--- config.mk ---
export PLATFORM = sky130hd
export DESIGN_NAME = clock_en_ctrl
export DESIGN_NICKNAME = d
export VERILOG_FILES = /design/src/rtl/clock_en_ctrl_pkg.sv /design/src/rtl/clock_en_ctrl_btn_sync_edge.sv /design/src/rtl/clock_en_ctrl.sv
export SDC_FILE = /design/constraint.sdc
export NUM_CORES = 1
export LEC_CHECK = 0
export ABC_AREA = 1
export CAP_MARGIN = 10
export CORE_AREA = 2 2 52 54
export CTS_CLUSTER_SIZE = 40
export DETAILED_ROUTE_END_ITERATION = 16
export DIE_AREA = 0 0 54 56
export GPL_TIMING_DRIVEN = 0
export PLACE_DENSITY = 0.78
export REMOVE_ABC_BUFFERS = 1
export SETUP_SLACK_MARGIN = 0.1
export SLEW_MARGIN = 10
export SYNTH_ARGS = -nofsm -noshare
export SYNTH_HDL_FRONTEND = slang
export SYNTH_SLANG_ARGS = --single-unit
--- constraint.sdc ---
create_clock -name clk -period 1.6 [get_ports clk]
set_input_delay 0.32 -clock clk [delete_from_list [all_inputs] [get_ports clk]]
set_output_delay 0.32 -clock clk [all_outputs]
set_load 0.01 [all_outputs]
--- src/rtl/clock_en_ctrl_pkg.sv ---
`default_nettype none
// ------------------------------------------------------------------
// Package : clk_ctrl_pkg
// Shared state encoding and constants for clock_en_ctrl.  Rev 1.0
// ------------------------------------------------------------------
package clk_ctrl_pkg;

  typedef enum logic {PAUSE = 1'b0, RUN = 1'b1} clk_state_t;

  localparam int SYNC_STAGES = 2;

  localparam logic [0:0] c_ST_PAUSE = 1'(PAUSE);
  localparam logic [0:0] c_ST_RUN   = 1'(RUN);

  function automatic int max_int(input int a, input int b);
    return (a > b) ? a : b;
  endfunction

endpackage
`default_nettype wire

--- src/rtl/clock_en_ctrl_btn_sync_edge.sv ---
`default_nettype none
// ------------------------------------------------------------------
// Module : btn_sync_edge
// Button synchronizer, rising-edge pulse and tick-based auto-repeat. Rev 1.0
// ------------------------------------------------------------------
module btn_sync_edge
  import clk_ctrl_pkg::*;
#(
  parameter int REPEAT_DLY  = 8,
  parameter int REPEAT_RATE = 2
) (
  input  logic clk,
  input  logic rst,
  input  logic btn,
  input  logic tick,
  input  logic enable,
  output logic pulse,
  output logic held
);

  localparam int c_CNT_W = $clog2(max_int(REPEAT_DLY, REPEAT_RATE) + 1);
  localparam logic [c_CNT_W-1:0] c_DLY_LAST  = c_CNT_W'(REPEAT_DLY - 1);
  localparam logic [c_CNT_W-1:0] c_RATE_LAST = c_CNT_W'(REPEAT_RATE - 1);

  logic [SYNC_STAGES-1:0] r_sync;
  logic                   r_prev;
  logic                   r_armed;
  logic                   r_rep_mode;
  logic [c_CNT_W-1:0]     r_cnt;
  logic                   r_pulse;

  logic w_level;
  logic w_rise;
  logic w_active;
  logic w_rep_hit;

  assign w_level  = r_sync[SYNC_STAGES-1];
  assign w_rise   = w_level & ~r_prev;
  // Only a press that began while enabled may auto-repeat.
  assign w_active = enable & w_level & r_armed;
  assign w_rep_hit = w_active & tick &
                     (r_rep_mode ? (r_cnt == c_RATE_LAST) : (r_cnt == c_DLY_LAST));

  always_ff @(posedge clk) begin
    if (rst) begin
      r_sync     <= '0;
      r_prev     <= 1'b0;
      r_armed    <= 1'b0;
      r_rep_mode <= 1'b0;
      r_cnt      <= '0;
      r_pulse    <= 1'b0;
    end else begin
      r_sync  <= {r_sync[SYNC_STAGES-2:0], btn};
      r_prev  <= w_level;
      r_pulse <= (enable & w_rise) | w_rep_hit;
      if (!enable || !w_level) begin
        r_armed    <= 1'b0;
        r_rep_mode <= 1'b0;
        r_cnt      <= '0;
      end else if (w_rise) begin
        r_armed    <= 1'b1;
        r_rep_mode <= 1'b0;
        r_cnt      <= '0;
      end else if (r_armed && tick) begin
        if (w_rep_hit) begin
          r_rep_mode <= 1'b1;
          r_cnt      <= '0;
        end else begin
          r_cnt <= r_cnt + 1'b1;
        end
      end
    end
  end

  assign pulse = r_pulse;
  assign held  = w_level;

endmodule
`default_nettype wire

--- src/rtl/clock_en_ctrl.sv ---
`default_nettype none
// ------------------------------------------------------------------
// Module : clock_en_ctrl
// Tick prescaler, RUN/PAUSE FSM and enable muxing for time counters. Rev 1.0
// ------------------------------------------------------------------
module clock_en_ctrl
  import clk_ctrl_pkg::*;
#(
  parameter int TICK_DIV    = 100,
  parameter int REPEAT_DLY  = 8,
  parameter int REPEAT_RATE = 2
) (
  input  logic clk,
  input  logic rst,
  input  logic run,
  input  logic set_min_btn,
  input  logic set_hr_btn,
  input  logic sec_z,
  input  logic min_z,
  output logic tick,
  output logic sec_en,
  output logic min_en,
  output logic hr_en,
  output logic running
);

  localparam int c_PW = $clog2(TICK_DIV);
  localparam logic [c_PW-1:0] c_PRE_LAST = c_PW'(TICK_DIV - 1);

  logic [c_PW-1:0]        r_presc;
  logic                   r_tick;
  logic [SYNC_STAGES-1:0] r_run_sync;
  logic [0:0]             r_state;
  logic [0:0]             w_state_nxt;
  logic                   r_both_lock;

  logic w_run_s;
  logic w_pause;
  logic w_enter_run;
  logic w_both;
  logic w_btn_en;
  logic w_min_pulse;
  logic w_hr_pulse;
  logic w_min_held;
  logic w_hr_held;

  assign w_run_s     = r_run_sync[SYNC_STAGES-1];
  assign w_pause     = (r_state == c_ST_PAUSE);
  assign w_enter_run = w_pause & w_run_s;

  always_ff @(posedge clk) begin
    if (rst) begin
      r_run_sync <= '0;
    end else begin
      r_run_sync <= {r_run_sync[SYNC_STAGES-2:0], run};
    end
  end

  // Restart the prescaler on entering RUN so the first second is full length.
  always_ff @(posedge clk) begin
    if (rst || w_enter_run) begin
      r_presc <= '0;
      r_tick  <= 1'b0;
    end else begin
      r_tick  <= (r_presc == c_PRE_LAST);
      r_presc <= (r_presc == c_PRE_LAST) ? '0 : r_presc + 1'b1;
    end
  end

  always_comb begin
    w_state_nxt = r_state;
    case (r_state)
      c_ST_PAUSE: if (w_run_s)  w_state_nxt = c_ST_RUN;
      c_ST_RUN:   if (!w_run_s) w_state_nxt = c_ST_PAUSE;
      default:    w_state_nxt = c_ST_PAUSE;
    endcase
  end

  always_ff @(posedge clk) begin
    if (rst) begin
      r_state <= c_ST_PAUSE;
    end else begin
      r_state <= w_state_nxt;
    end
  end

  // Once both buttons are seen together, stay locked until both are released.
  assign w_both = w_min_held & w_hr_held;

  always_ff @(posedge clk) begin
    if (rst) begin
      r_both_lock <= 1'b0;
    end else if (w_both) begin
      r_both_lock <= 1'b1;
    end else if (!w_min_held && !w_hr_held) begin
      r_both_lock <= 1'b0;
    end
  end

  assign w_btn_en = w_pause & ~w_both & ~r_both_lock;

  btn_sync_edge #(
    .REPEAT_DLY  (REPEAT_DLY),
    .REPEAT_RATE (REPEAT_RATE)
  ) u_min_btn (
    .clk    (clk),
    .rst    (rst),
    .btn    (set_min_btn),
    .tick   (r_tick),
    .enable (w_btn_en),
    .pulse  (w_min_pulse),
    .held   (w_min_held)
  );

  btn_sync_edge #(
    .REPEAT_DLY  (REPEAT_DLY),
    .REPEAT_RATE (REPEAT_RATE)
  ) u_hr_btn (
    .clk    (clk),
    .rst    (rst),
    .btn    (set_hr_btn),
    .tick   (r_tick),
    .enable (w_btn_en),
    .pulse  (w_hr_pulse),
    .held   (w_hr_held)
  );

  assign tick    = r_tick;
  assign running = ~w_pause;
  assign sec_en  = ~w_pause & r_tick;
  assign min_en  = w_pause ? w_min_pulse : (r_tick & sec_z);
  assign hr_en   = w_pause ? w_hr_pulse  : (r_tick & sec_z & min_z);

endmodule
`default_nettype wire

==> out/results.ini <==
[clock_tree]
tritoncts=yes
clock_latency_ps=320
cts-root-buf=clkbuf_4
cts.sinks=32
cts_made_buffers=5
clkTransAtPathRegs_ps=90
clock_path_buffers=2
ctsHtreeMaxLevel=2

[placed_design]
gp_congestion=0.7789
dp_hpwl_mm=1.892
dp_slack_ps=-232.3
io_buffers=11
placed_cells=206

[timing]
period_share=0.9172
fmax_ghz=0.6814
slew_headroom=0.6518
hold_viol=0
setup-violations-final=0
fin_crit_ps=1468
tightestPinTransition_ps=521.4
slew_viol_final=0
finClkSkew_ps=8.640
rsz0062_at_grt=yes
fin_setup_tns_ps=0
layout_setup_ws_ps=132.5

[yosys]
ys_types=23
synth_fa_ha_area_frac=0.03813
synthCells=166
synth_xor_area_frac=0.04004
synth_seq_cells=32
synthMuxAreaShare=0.007626
synth_top_family_by_area=simple AND/OR/NAND/NOR gates
synth.avg_cell_area_um2=7.907
ys_seq_area_frac=0.4881
ys_warn_count=0
synth_simple_gate_area_frac=0.2879
synth_compound_area_frac=0.05243
syn-cell-area_um2=1313

[global_route]
grt_pass1_wl_mm=4.457
grt_max_degree=14
grt_remaining_overflow=0
antenna_found_initial=0
grt_usage=0.1976
grt_pass1_vias=1165

[floorplanning]
initial_core_util=0.5396
core_um2=2432
die_x_um=54
die-area_um2=3024
rows=18
io_pins=12
die_h_um=56

[critical_path]
path_cells=clkdlybuf4s50_1 -> a32o_1 -> buf_2
critPathMaxStageDelay_ps=430
critPathSlowestCell=clkdlybuf4s50_1
required_ps=1280
cp_max_fo=2
crit_path_end_kind=output pin
critical_path_class=primary input to output pin
start_kind=primary input
arrival_ps=1150

[hold_path]
worstHoldPathType=flip-flop to flip-flop

[drt]
finalWirelength_mm=2.587
drc=0
ant_nets=0
wl_per_cell_um=11.92
vias=1116
viasPerCell=5.143
drtIter0Drc=25
drt-pass1-iter-count=6

[finish]
area_delta_synth_final_pct=16.87
n_fill_cell=210
antennaDiodeCount=0
multiInputGateArea_um2=559.3
fin_cells=217
final_nets=197
drive_gt1_frac=0.1711
seqCellArea_um2=645.6

[pwr]
seq_power_share=0.600
internal_power_mw=1.052
pwr-share-clk=0.349
powerDensity_nw_per_um2=892.1
netSwitchingFraction=0.2315
irDropWorstVdd_uv=766.0
net-switching-power_mw=0.3168
combPwrFrac=0.051
p_leak_nw=0.6672

[flow_run]
maxCapViolCount=0

[status]
status=complete, no violations

==> cell type report <==
type                       count  area share
sequential                    32      0.4209
multi-input combinational    104      0.3646
timing repair buffer          14     0.07912
inverter                      29     0.07096
clock buffer                   6     0.03344
tap                           30     0.02447
clock inverter                 2    0.006525
==> flip-flops by register name, indices dropped and copies added, names as in the netlist <==
signal	count
r_presc	7
u_hr_btn.r_cnt	4
u_min_btn.r_cnt	4
r_run_sync	2
u_hr_btn.r_sync	2
u_min_btn.r_sync	2
r_both_lock	1
running	1
tick	1
u_hr_btn.pulse	1
u_hr_btn.r_armed	1
u_hr_btn.r_prev	1
u_hr_btn.r_rep_mode	1
u_min_btn.pulse	1
u_min_btn.r_armed	1
u_min_btn.r_prev	1
u_min_btn.r_rep_mode	1
==> repair_timing <==
action	in CTS	in global routing
hold buffers	0	0
gates resized for setup	14	3
setup endpoints to repair	5	6
buffers inserted	2	1
gates cloned	0	0
==> cell usage after synthesis <==
library cell	number	area (um2)
inv_1	26	97.59
nand2_2	4	25.02
nor3_2	1	10.01
a21oi_1	8	40.04
dfxtp_1	32	640.6
xor2_1	4	35.03
o211a_1	1	10.01
nor2_1	39	146.4
nor3_1	2	10.01
a32o_1	1	10.01
nor2_4	1	11.26
nor2_2	4	25.02
nand3_1	9	45.04
nand4_1	1	6.260
xnor2_1	2	17.52
a22o_1	1	8.760
clkbuf_1	1	3.750
inv_2	3	11.26
nor3b_1	2	15.01
mux2i_1	1	10.01
nand2_1	17	63.81
ha_1	4	50.05
nand3_2	2	20.02
==> layout by cell type (no fill, tap or decap), types with 2 or more instances in the layout <==
master            n
clkdlybuf4s50_1   5
clkbuf_4          5
nand2_2           4
nor2_2            4
nor3_1            2
dlygate4sd2_1     3
buf_4             3
nand3_2           2
clkinv_2          2
xnor2_1           2
inv_1            24
xor2_1            4
inv_2             5
nor3b_1           2
dfxtp_1          30
nand2_1          17
nand3_1           9
buf_2             2
a21oi_1           8
nor2_1           39
ha_1              4
==> power groups by stage <==
stage	registers [mW]	logic [mW]	clock network [mW]
final	0.821	0.0698	0.478
after global routing	0.823	0.0811	0.525
after floorplan	0.839	0.0392	0
after detailed placement	0.841	0.0714	0
after global placement	0.840	0.0674	0
after CTS	0.821	0.0702	0.494
==> logic make-up after synthesis <==
kind of cell    Yosys count
simple gates             82
flops                    32
buf+inv                  30
compound gates           11
xor+xnor                  6
fa+ha+maj                 4
mux                       1
==> final timing paths <==
kind                        from             endpoint  slack (ps)  depth (start not counted)
max                        sec_z                hr_en         130                          3
min          u_min_btn.r_sync[0]  u_min_btn.r_sync[1]         410                          2
max reg2reg  u_min_btn.r_sync[1]  u_hr_btn.r_rep_mode         270                          8
min reg2reg  u_min_btn.r_sync[0]  u_min_btn.r_sync[1]         410                          2
==> layer usage <==
metal	global-route usage	routed length [um]	vias to the layer above
met3	0.05645	88	4
met1	0.1906	1006	535
met4	0.05357	27	0
met2	0.3833	1464	24
met5	0	0	-
li1	-	-	553
==> stage by stage <==
stage	utilization	area [um2]	hold WS (ps)	power, mW
after global routing	0.6307	1534	425.9	1.429
after floorplan	-	1309	388.3	0.8779
after CTS	0.6265	1524	412.6	1.385
final	0.6307	1534	408.2	1.368
after detailed placement	0.5988	1456	397.8	0.9121
after global placement	0.5988	1456	389.9	0.9071
==> critical path: cells and delay by family <==
kind / cells / cell delay [ps]
AOI/OAI and AO/OA: 1 / 260
buffers and inverters: 2 / 570
Note: power is estimated with default switching activity, not from simulation.
